==> config.mk <==
export PLATFORM = sky130hd
export DESIGN_NAME = alu_muldiv_flat
export DESIGN_NICKNAME = d
export VERILOG_FILES = /design/src/rtl/alu_muldiv_if.sv /design/src/rtl/alu_muldiv.sv /design/src/flat_wrapper.sv
export SDC_FILE = /design/constraint.sdc
export NUM_CORES = 1
export LEC_CHECK = 0
export ABC_AREA = 1
export BUFFER_PORTS_ARGS = -buffer_cell sky130_fd_sc_hd__buf_2
export CAP_MARGIN = 20
export CORE_MARGIN = 4
export CORE_UTILIZATION = 35
export DETAILED_ROUTE_END_ITERATION = 8
export PLACE_DENSITY = 0.53
export SLEW_MARGIN = 20
export SYNTH_ARGS = -nofsm -noshare
export SYNTH_HDL_FRONTEND = slang
export SYNTH_SLANG_ARGS = --single-unit
export TNS_END_PERCENT = 10
==> constraint.sdc <==
create_clock -name clk -period 6.05 [get_ports clk]
set_clock_uncertainty 0.05 [all_clocks]
set_input_delay 1.21 -clock clk [delete_from_list [all_inputs] [get_ports clk]]
set_output_delay 1.21 -clock clk [all_outputs]
set_load 0.005 [all_outputs]
==> src/rtl/alu_muldiv_if.sv <==
// alu_muldiv_if: request/result bundle between the execute-stage control
// unit (master) and the iterative multiply/divide unit (slave).
interface alu_muldiv_if #(
  parameter int WIDTH = 32
);
  logic             start;
  logic [1:0]       op;
  logic [WIDTH-1:0] A;
  logic [WIDTH-1:0] B;
  logic             busy;
  logic             done;
  logic [WIDTH-1:0] hi;
  logic [WIDTH-1:0] lo;
  logic             div_zero;

  modport master (
    output start, op, A, B,
    input  busy, done, hi, lo, div_zero
  );

  modport slave (
    input  start, op, A, B,
    output busy, done, hi, lo, div_zero
  );
endinterface

==> src/rtl/alu_muldiv.sv <==
// alu_muldiv: iterative 32-bit MULT/MULTU/DIV/DIVU unit, one add/subtract
// per cycle over 32 CALC cycles, followed by a sign fix-up cycle.
// Define ALU_MULDIV_DIV_EN to build the restoring divider; without it,
// divide ops keep their timing but produce hi=lo=0 and div_zero=0.
module alu_muldiv (
  input  logic         clk,
  input  logic         reset,
  alu_muldiv_if.slave  bus
);

  typedef enum logic [1:0] {IDLE, CALC, FIX, DONE} state_t;

  state_t      state_q, state_d;
  logic [4:0]  cnt_q, cnt_d;
  logic        is_div_q, is_div_d;
  logic [31:0] opnd_q, opnd_d;     // |multiplicand| for mul, |divisor| for div
  logic [63:0] acc_q, acc_d;       // {upper, multiplier} or {rem, quot}
  logic        neg_q, neg_d;       // product/quotient must be negated
  logic [31:0] hi_q, hi_d;
  logic [31:0] lo_q, lo_d;
  logic        dz_q, dz_d;

  logic        signed_op;
  logic [31:0] mag_a, mag_b;
  logic [32:0] add_sum;
  logic [63:0] prod_fix;

`ifdef ALU_MULDIV_DIV_EN
  logic [31:0] a_q, a_d;           // original dividend, reported on divide by zero
  logic        rem_neg_q, rem_neg_d;
  logic        b_zero_q, b_zero_d;
  logic [32:0] div_trial;
  logic [31:0] quot_fix, rem_fix;
`endif

  // Operand magnitudes: only signed ops (op[0]==0) take absolute values.
  assign signed_op = ~bus.op[0];
  assign mag_a     = (signed_op && bus.A[31]) ? -bus.A : bus.A;
  assign mag_b     = (signed_op && bus.B[31]) ? -bus.B : bus.B;

  // Shift-add step keeps the carry in bit 32 so the right shift never loses it.
  assign add_sum  = {1'b0, acc_q[63:32]} + {1'b0, opnd_q};
  assign prod_fix = neg_q ? -acc_q : acc_q;

`ifdef ALU_MULDIV_DIV_EN
  // Restoring step on the left-shifted {rem, quot}; bit 32 set means negative.
  assign div_trial = {1'b0, acc_q[62:31]} - {1'b0, opnd_q};
  assign quot_fix  = neg_q     ? -acc_q[31:0]  : acc_q[31:0];
  assign rem_fix   = rem_neg_q ? -acc_q[63:32] : acc_q[63:32];
`endif

  // Next-state and datapath update for the IDLE/CALC/FIX/DONE sequence.
  always_comb begin
    // NOTE: every _d gets its hold value first, so no path through the case
    // can leave a signal unassigned and infer a latch.
    state_d  = state_q;
    cnt_d    = cnt_q;
    is_div_d = is_div_q;
    opnd_d   = opnd_q;
    acc_d    = acc_q;
    neg_d    = neg_q;
    hi_d     = hi_q;
    lo_d     = lo_q;
    dz_d     = dz_q;
`ifdef ALU_MULDIV_DIV_EN
    a_d       = a_q;
    rem_neg_d = rem_neg_q;
    b_zero_d  = b_zero_q;
`endif

    case (state_q)
      IDLE, DONE: begin
        if (bus.start) begin
          is_div_d = bus.op[1];
          cnt_d    = 5'd0;
          neg_d    = signed_op & (bus.A[31] ^ bus.B[31]);
          if (bus.op[1]) begin
            opnd_d = mag_b;
            acc_d  = {32'd0, mag_a};
          end else begin
            opnd_d = mag_a;
            acc_d  = {32'd0, mag_b};
          end
`ifdef ALU_MULDIV_DIV_EN
          a_d       = bus.A;
          rem_neg_d = signed_op & bus.A[31];
          b_zero_d  = (bus.B == 32'd0);
`endif
          state_d = CALC;
        end else if (state_q == DONE) begin
          state_d = IDLE;
        end
      end

      CALC: begin
        cnt_d = cnt_q + 5'd1;
        if (!is_div_q) begin
          if (acc_q[0]) acc_d = {add_sum, acc_q[31:1]};
          else          acc_d = {1'b0, acc_q[63:1]};
        end
`ifdef ALU_MULDIV_DIV_EN
        else begin
          if (!div_trial[32]) acc_d = {div_trial[31:0], acc_q[30:0], 1'b1};
          else                acc_d = {acc_q[62:0], 1'b0};
        end
`endif
        if (cnt_q == 5'd31) state_d = FIX;
      end

      FIX: begin
        if (!is_div_q) begin
          hi_d = prod_fix[63:32];
          lo_d = prod_fix[31:0];
          dz_d = 1'b0;
        end else begin
`ifdef ALU_MULDIV_DIV_EN
          if (b_zero_q) begin
            hi_d = a_q;
            lo_d = 32'hFFFF_FFFF;
            dz_d = 1'b1;
          end else begin
            hi_d = rem_fix;
            lo_d = quot_fix;
            dz_d = 1'b0;
          end
`else
          hi_d = 32'd0;
          lo_d = 32'd0;
          dz_d = 1'b0;
`endif
        end
        state_d = DONE;
      end

      default: state_d = IDLE;
    endcase
  end

  // State and datapath registers; reset discards any operation in flight.
  always_ff @(posedge clk or posedge reset) begin
    if (reset) begin
      state_q  <= IDLE;
      cnt_q    <= 5'd0;
      is_div_q <= 1'b0;
      opnd_q   <= 32'd0;
      acc_q    <= 64'd0;
      neg_q    <= 1'b0;
      hi_q     <= 32'd0;
      lo_q     <= 32'd0;
      dz_q     <= 1'b0;
`ifdef ALU_MULDIV_DIV_EN
      a_q       <= 32'd0;
      rem_neg_q <= 1'b0;
      b_zero_q  <= 1'b0;
`endif
    end else begin
      // NOTE: non-blocking so every register samples the pre-edge values.
      state_q  <= state_d;
      cnt_q    <= cnt_d;
      is_div_q <= is_div_d;
      opnd_q   <= opnd_d;
      acc_q    <= acc_d;
      neg_q    <= neg_d;
      hi_q     <= hi_d;
      lo_q     <= lo_d;
      dz_q     <= dz_d;
`ifdef ALU_MULDIV_DIV_EN
      a_q       <= a_d;
      rem_neg_q <= rem_neg_d;
      b_zero_q  <= b_zero_d;
`endif
    end
  end

  assign bus.busy     = (state_q == CALC) || (state_q == FIX);
  assign bus.done     = (state_q == DONE);
  assign bus.hi       = hi_q;
  assign bus.lo       = lo_q;
  assign bus.div_zero = dz_q;

endmodule

==> src/flat_wrapper.sv <==
// flat-port wrapper written by rule: the top's interface ports become plain ports
module alu_muldiv_flat 
  (clk, reset, bus_start, bus_op, bus_A, bus_B, bus_busy, bus_done, bus_hi, bus_lo, bus_div_zero);
  alu_muldiv_if bus_i ();
  input  logic clk;
  input  logic reset;
  input wire logic [$bits(bus_i.start)-1:0] bus_start;
  input wire logic [$bits(bus_i.op)-1:0] bus_op;
  input wire logic [$bits(bus_i.A)-1:0] bus_A;
  input wire logic [$bits(bus_i.B)-1:0] bus_B;
  output wire logic [$bits(bus_i.busy)-1:0] bus_busy;
  output wire logic [$bits(bus_i.done)-1:0] bus_done;
  output wire logic [$bits(bus_i.hi)-1:0] bus_hi;
  output wire logic [$bits(bus_i.lo)-1:0] bus_lo;
  output wire logic [$bits(bus_i.div_zero)-1:0] bus_div_zero;
  assign bus_i.start = bus_start;
  assign bus_i.op = bus_op;
  assign bus_i.A = bus_A;
  assign bus_i.B = bus_B;
  assign bus_busy = bus_i.busy;
  assign bus_done = bus_i.done;
  assign bus_hi = bus_i.hi;
  assign bus_lo = bus_i.lo;
  assign bus_div_zero = bus_i.div_zero;
  alu_muldiv u_core (.clk(clk), .reset(reset), .bus(bus_i));
endmodule
==> summary.txt <==
Outcome
  – Run status: finished, final reports clean

GRT
  – Global routing usage summed across all routing layers: 25.6%
  – Met2 track utilization from global routing: 39.1%
  – GRT busiest layer: met2
  – Met1 capacity usage during global routing: 37.0%
  – Pin count of the biggest net entering global routing: 83
  – Grt total ovfl: 0
  – Vias in the first global route: 14200
  – Antenna violations before repair: 0
  – Global routing met3 resource utilization: 3.64%
  – First-pass GRT wire length: 84000 um

Yosys
  – Number of flip-flops and latches in the synthesized netlist: 169
  – Cell with the most instances after synthesis: sky130_fd_sc_hd__nand2_1
  – Instance count of the mapped netlist: roughly 2300
  – Biggest area contributors in the synthesized netlist: sky130_fd_sc_hd__dfrtp_1 (31%), sky130_fd_sc_hd__nand2_1 (21%), sky130_fd_sc_hd__nand3_1 (10%), sky130_fd_sc_hd__nor2_1 (7.5%), sky130_fd_sc_hd__inv_1 (6.2%)
  – Sequential-to-total area share from yosys stat: 30.7%
  – Synth Area per Inst: 6.07 um2
  – Yosys warnings: 0
  – Area share of the largest cell type after synthesis: 30.7%
  – Main synth FF type: sky130_fd_sc_hd__dfrtp_1
  – Share of flip-flops with an asynchronous set or reset: between 90% and 100%
  – Synth top cells by count: sky130_fd_sc_hd__nand2_1 (772), sky130_fd_sc_hd__nand3_1 (280), sky130_fd_sc_hd__nor2_1 (274)
  – Net count of the mapped netlist: 2382
  – Number of library cell types mapped by synthesis: 46
  – Number of enable flip-flop cells after synthesis: 0
  – Mapped Area: ~14000 um2
  – Cell type contributing the most total cell area after synthesis: sky130_fd_sc_hd__dfrtp_1

Placed design
  – # port buffers: 134
  – Worst setup timing slack at the placement stage: ~2.4 ns
  – Routability congestion estimate: between 0.9 and 1
  – Half-perimeter wire length after placement: approximately 45000 um
  – Placed Instance Area: between 10000 and 15000 um2

Setup path
  – Crit path capture type: flop
  – Kind of cell adding the most delay to the critical path: buffers and inverters
  – Crit-path slowest cell: sky130_fd_sc_hd__inv_2
  – Number of buffers and inverters on the critical path: 5
  – Sequence of cells on the critical path: buf_2 > nand2_1 > buf_4 > inv_1 > a21oi_2 > inv_1 > nand2_1 > inv_2 > o211ai_1 > o21ai_0
  – CP Launch Type: primary input
  – Longest individual stage delay on the worst path: 0.42 ns
  – Class of the most critical setup path: primary input to flop
  – Worst endpoint data arrival time: ~3.4 ns
  – Data required time at the worst endpoint: around 6.3 ns
  – Largest fanout on the critical path: 46

Pwr
  – Max rail drop VDD: 0.000232 V
  – Switching share of power: 52.6%
  – Static leakage: 8.00 nW
  – Fraction of power consumed by combinational cells: 55.1%
  – Reg power frac: between 20 and 30%
  – Reported net switching power: 3.95 mW
  – Power density normalized to cell area: 483 nW/um2
  – Design internal power: 3.56 mW
  – Clk network pwr share: between 10% and 20%

STA
  – Final Hold Vio Count: 0
  – Max transition margin: 42.8%
  – Final total negative setup slack: 0 ns
  – Final-report max-slew violation count: 0
  – Setup WS post-layout: 2.86 ns
  – Final min period: 3.19 ns
  – Unrepaired setup endpoints after global routing: no
  – Setup-failing EPs final: 0
  – Peak clock frequency supported by timing: 0.313 GHz
  – Final worst path period share: 52.7%
  – Tightest Pin Transition: 0.857 ns

Clock network
  – Number of H-tree branching levels: 4
  – Clock tree from TritonCTS: built
  – Clock transition at the register clock pins on the worst setup and hold paths after CTS: around 0.070 ns
  – Root Buffer: sky130_fd_sc_hd__clkbuf_16
  – Post-CTS Setup Repair Bufs: 0
  – Number of buffers between clock root and the deepest sink: 2
  – Clock tree sinks: 169
  – TritonCTS Buffers: 17
  – Worst-skew pair later-pin latency: 0.45 ns
  – PostCTS Resize Cnt: 0
  – Total of hold buffers inserted after clock tree synthesis: 0

Die
  – Die height: roughly 210 um
  – I/O pins: 136
  – Die outline width: 207 um
  – Starting density of the core: 35.5%
  – Area of the die: approximately 43000 um2
  – Placement row count: between 70 and 80
  – Area of the core region: 38800 um2

Layout
  – Post-route cell area: approximately 16000 um2
  – Synthesis-to-layout area growth: 12.8%
  – Layout cell share with drive strength beyond 1: under 10%
  – Final-stage net count: 2479
  – Number of diodes: 0

Detailed routing
  – Via-to-Cell Ratio: 5.31
  – Aggregate routed wire length: 55400 um
  – WL/cell: 19.1 um
  – 1st-iter DRT viols: 1307
  – Remaining DRCs: 0
  – Post-DRT Antenna Nets: 0
  – Iteration count of the initial detailed-routing pass: 6
  – Vias after detailed routing: ~15000

Flow run
  – Max-cap viol count: 0

Min path
  – Worst Hold Class: flop to flop
## power groups by stage
stage / Combinational, mW / Sequential, mW / Clock, mW
after global routing: 4.68 / 2.24 / 1.24
after floorplan: 2.88 / 1.93 / 0
after CTS: 4.10 / 2.18 / 1.20
after detailed placement: 4.08 / 2.20 / 0
after global placement: 4.05 / 2.20 / 0
final: 4.13 / 2.20 / 1.18
## worst paths after layout
path,start,end,slack (ns),cells past startpoint
max,bus_start,u_core.acc_q[5],2.86,10
min reg2reg,u_core.bus.hi[26],u_core.bus.hi[26],0.42,2
max reg2reg,u_core.state_q[0],u_core.acc_q[5],2.92,11
min in group asynchronous,reset,u_core.bus.lo[26],0.84,2
max in group asynchronous,reset,u_core.acc_q[58],3.89,3
min,u_core.bus.hi[26],u_core.bus.hi[26],0.42,2
## cell type report
type,instances,area (um2)
inverters,238,898
clock inverters,15,186
clock buffers,17,425
repair buffers,150,791
multi-input cells,1793,8380
fillers,4266,23300
flip-flops and latches,169,4230
well taps,518,648
## metrics by stage
step | hold WS, ns | power (mW) | utilization [%] | std cells
2_1_floorplan | 0.398 | 4.80 | - | 2272
5_1_grt | 0.442 | 8.15 | 40.1 | 2900
4_1_cts | 0.430 | 7.48 | 40.1 | 2900
3_5_place_dp | 0.411 | 6.29 | 38.5 | 2868
3_3_place_gp | 0.410 | 6.25 | 38.5 | 2868
6_report | 0.424 | 7.51 | 40.1 | 2900
## registers in the layout, summed over array words and instances, names as in the netlist
signal           count
u_core.opnd_q       32
u_core.is_div_q      1
u_core.acc_q        64
u_core.cnt_q         5
u_core.bus.hi       32
u_core.neg_q         1
u_core.state_q       2
u_core.bus.lo       32
## per-layer routing
metal | part of all wire, % | routed length, um
met1 | 46 | 25700
met3 | 6.3 | 3510
met2 | 44 | 24100
met5 | 0 | 0
met4 | 3.7 | 2040
## layout by cell type (no fill, tap or decap), types with 7 or more instances in the layout
master	Yosys	routed
sky130_fd_sc_hd__nand3b_1	12	12
sky130_fd_sc_hd__inv_1	228	227
sky130_fd_sc_hd__xnor2_1	13	13
sky130_fd_sc_hd__nor3_1	14	14
sky130_fd_sc_hd__buf_4	1	16
sky130_fd_sc_hd__nor2_2	6	9
sky130_fd_sc_hd__nand4_1	20	20
sky130_fd_sc_hd__inv_6	0	7
sky130_fd_sc_hd__dfrtp_1	169	168
sky130_fd_sc_hd__nand2_1	772	772
sky130_fd_sc_hd__buf_2	21	134
sky130_fd_sc_hd__a22oi_1	10	10
sky130_fd_sc_hd__o31ai_1	7	7
sky130_fd_sc_hd__nand3_1	280	280
sky130_fd_sc_hd__xor2_1	18	18
sky130_fd_sc_hd__o21ai_1	15	15
sky130_fd_sc_hd__inv_2	8	8
sky130_fd_sc_hd__nor2_1	274	271
sky130_fd_sc_hd__ha_1	40	40
sky130_fd_sc_hd__clkbuf_16	0	17
sky130_fd_sc_hd__o21ai_0	109	109
sky130_fd_sc_hd__o211ai_1	16	16
sky130_fd_sc_hd__a21oi_1	136	136
## tightest hold or removal path, cell delays in order (launching register included)
cell,delay (ns)
sky130_fd_sc_hd__dfrtp_1,0.34
sky130_fd_sc_hd__nand2_1,0.05
sky130_fd_sc_hd__nand2_1,0.05
## cell families after synthesis
| family | synth area share [%] |
|---|---|
| AND/OR/NAND/NOR | 42.1 |
| AO/OA/AOI/OAI | 12.8 |
| buffers and inverters | 8.65 |
| flip-flops | 30.7 |
| adder cells (fa/ha/maj) | 3.77 |
| XOR/XNOR | 1.97 |
| other | 0.0272 |
No activity file was read; power rests on OpenSTA's default activity.
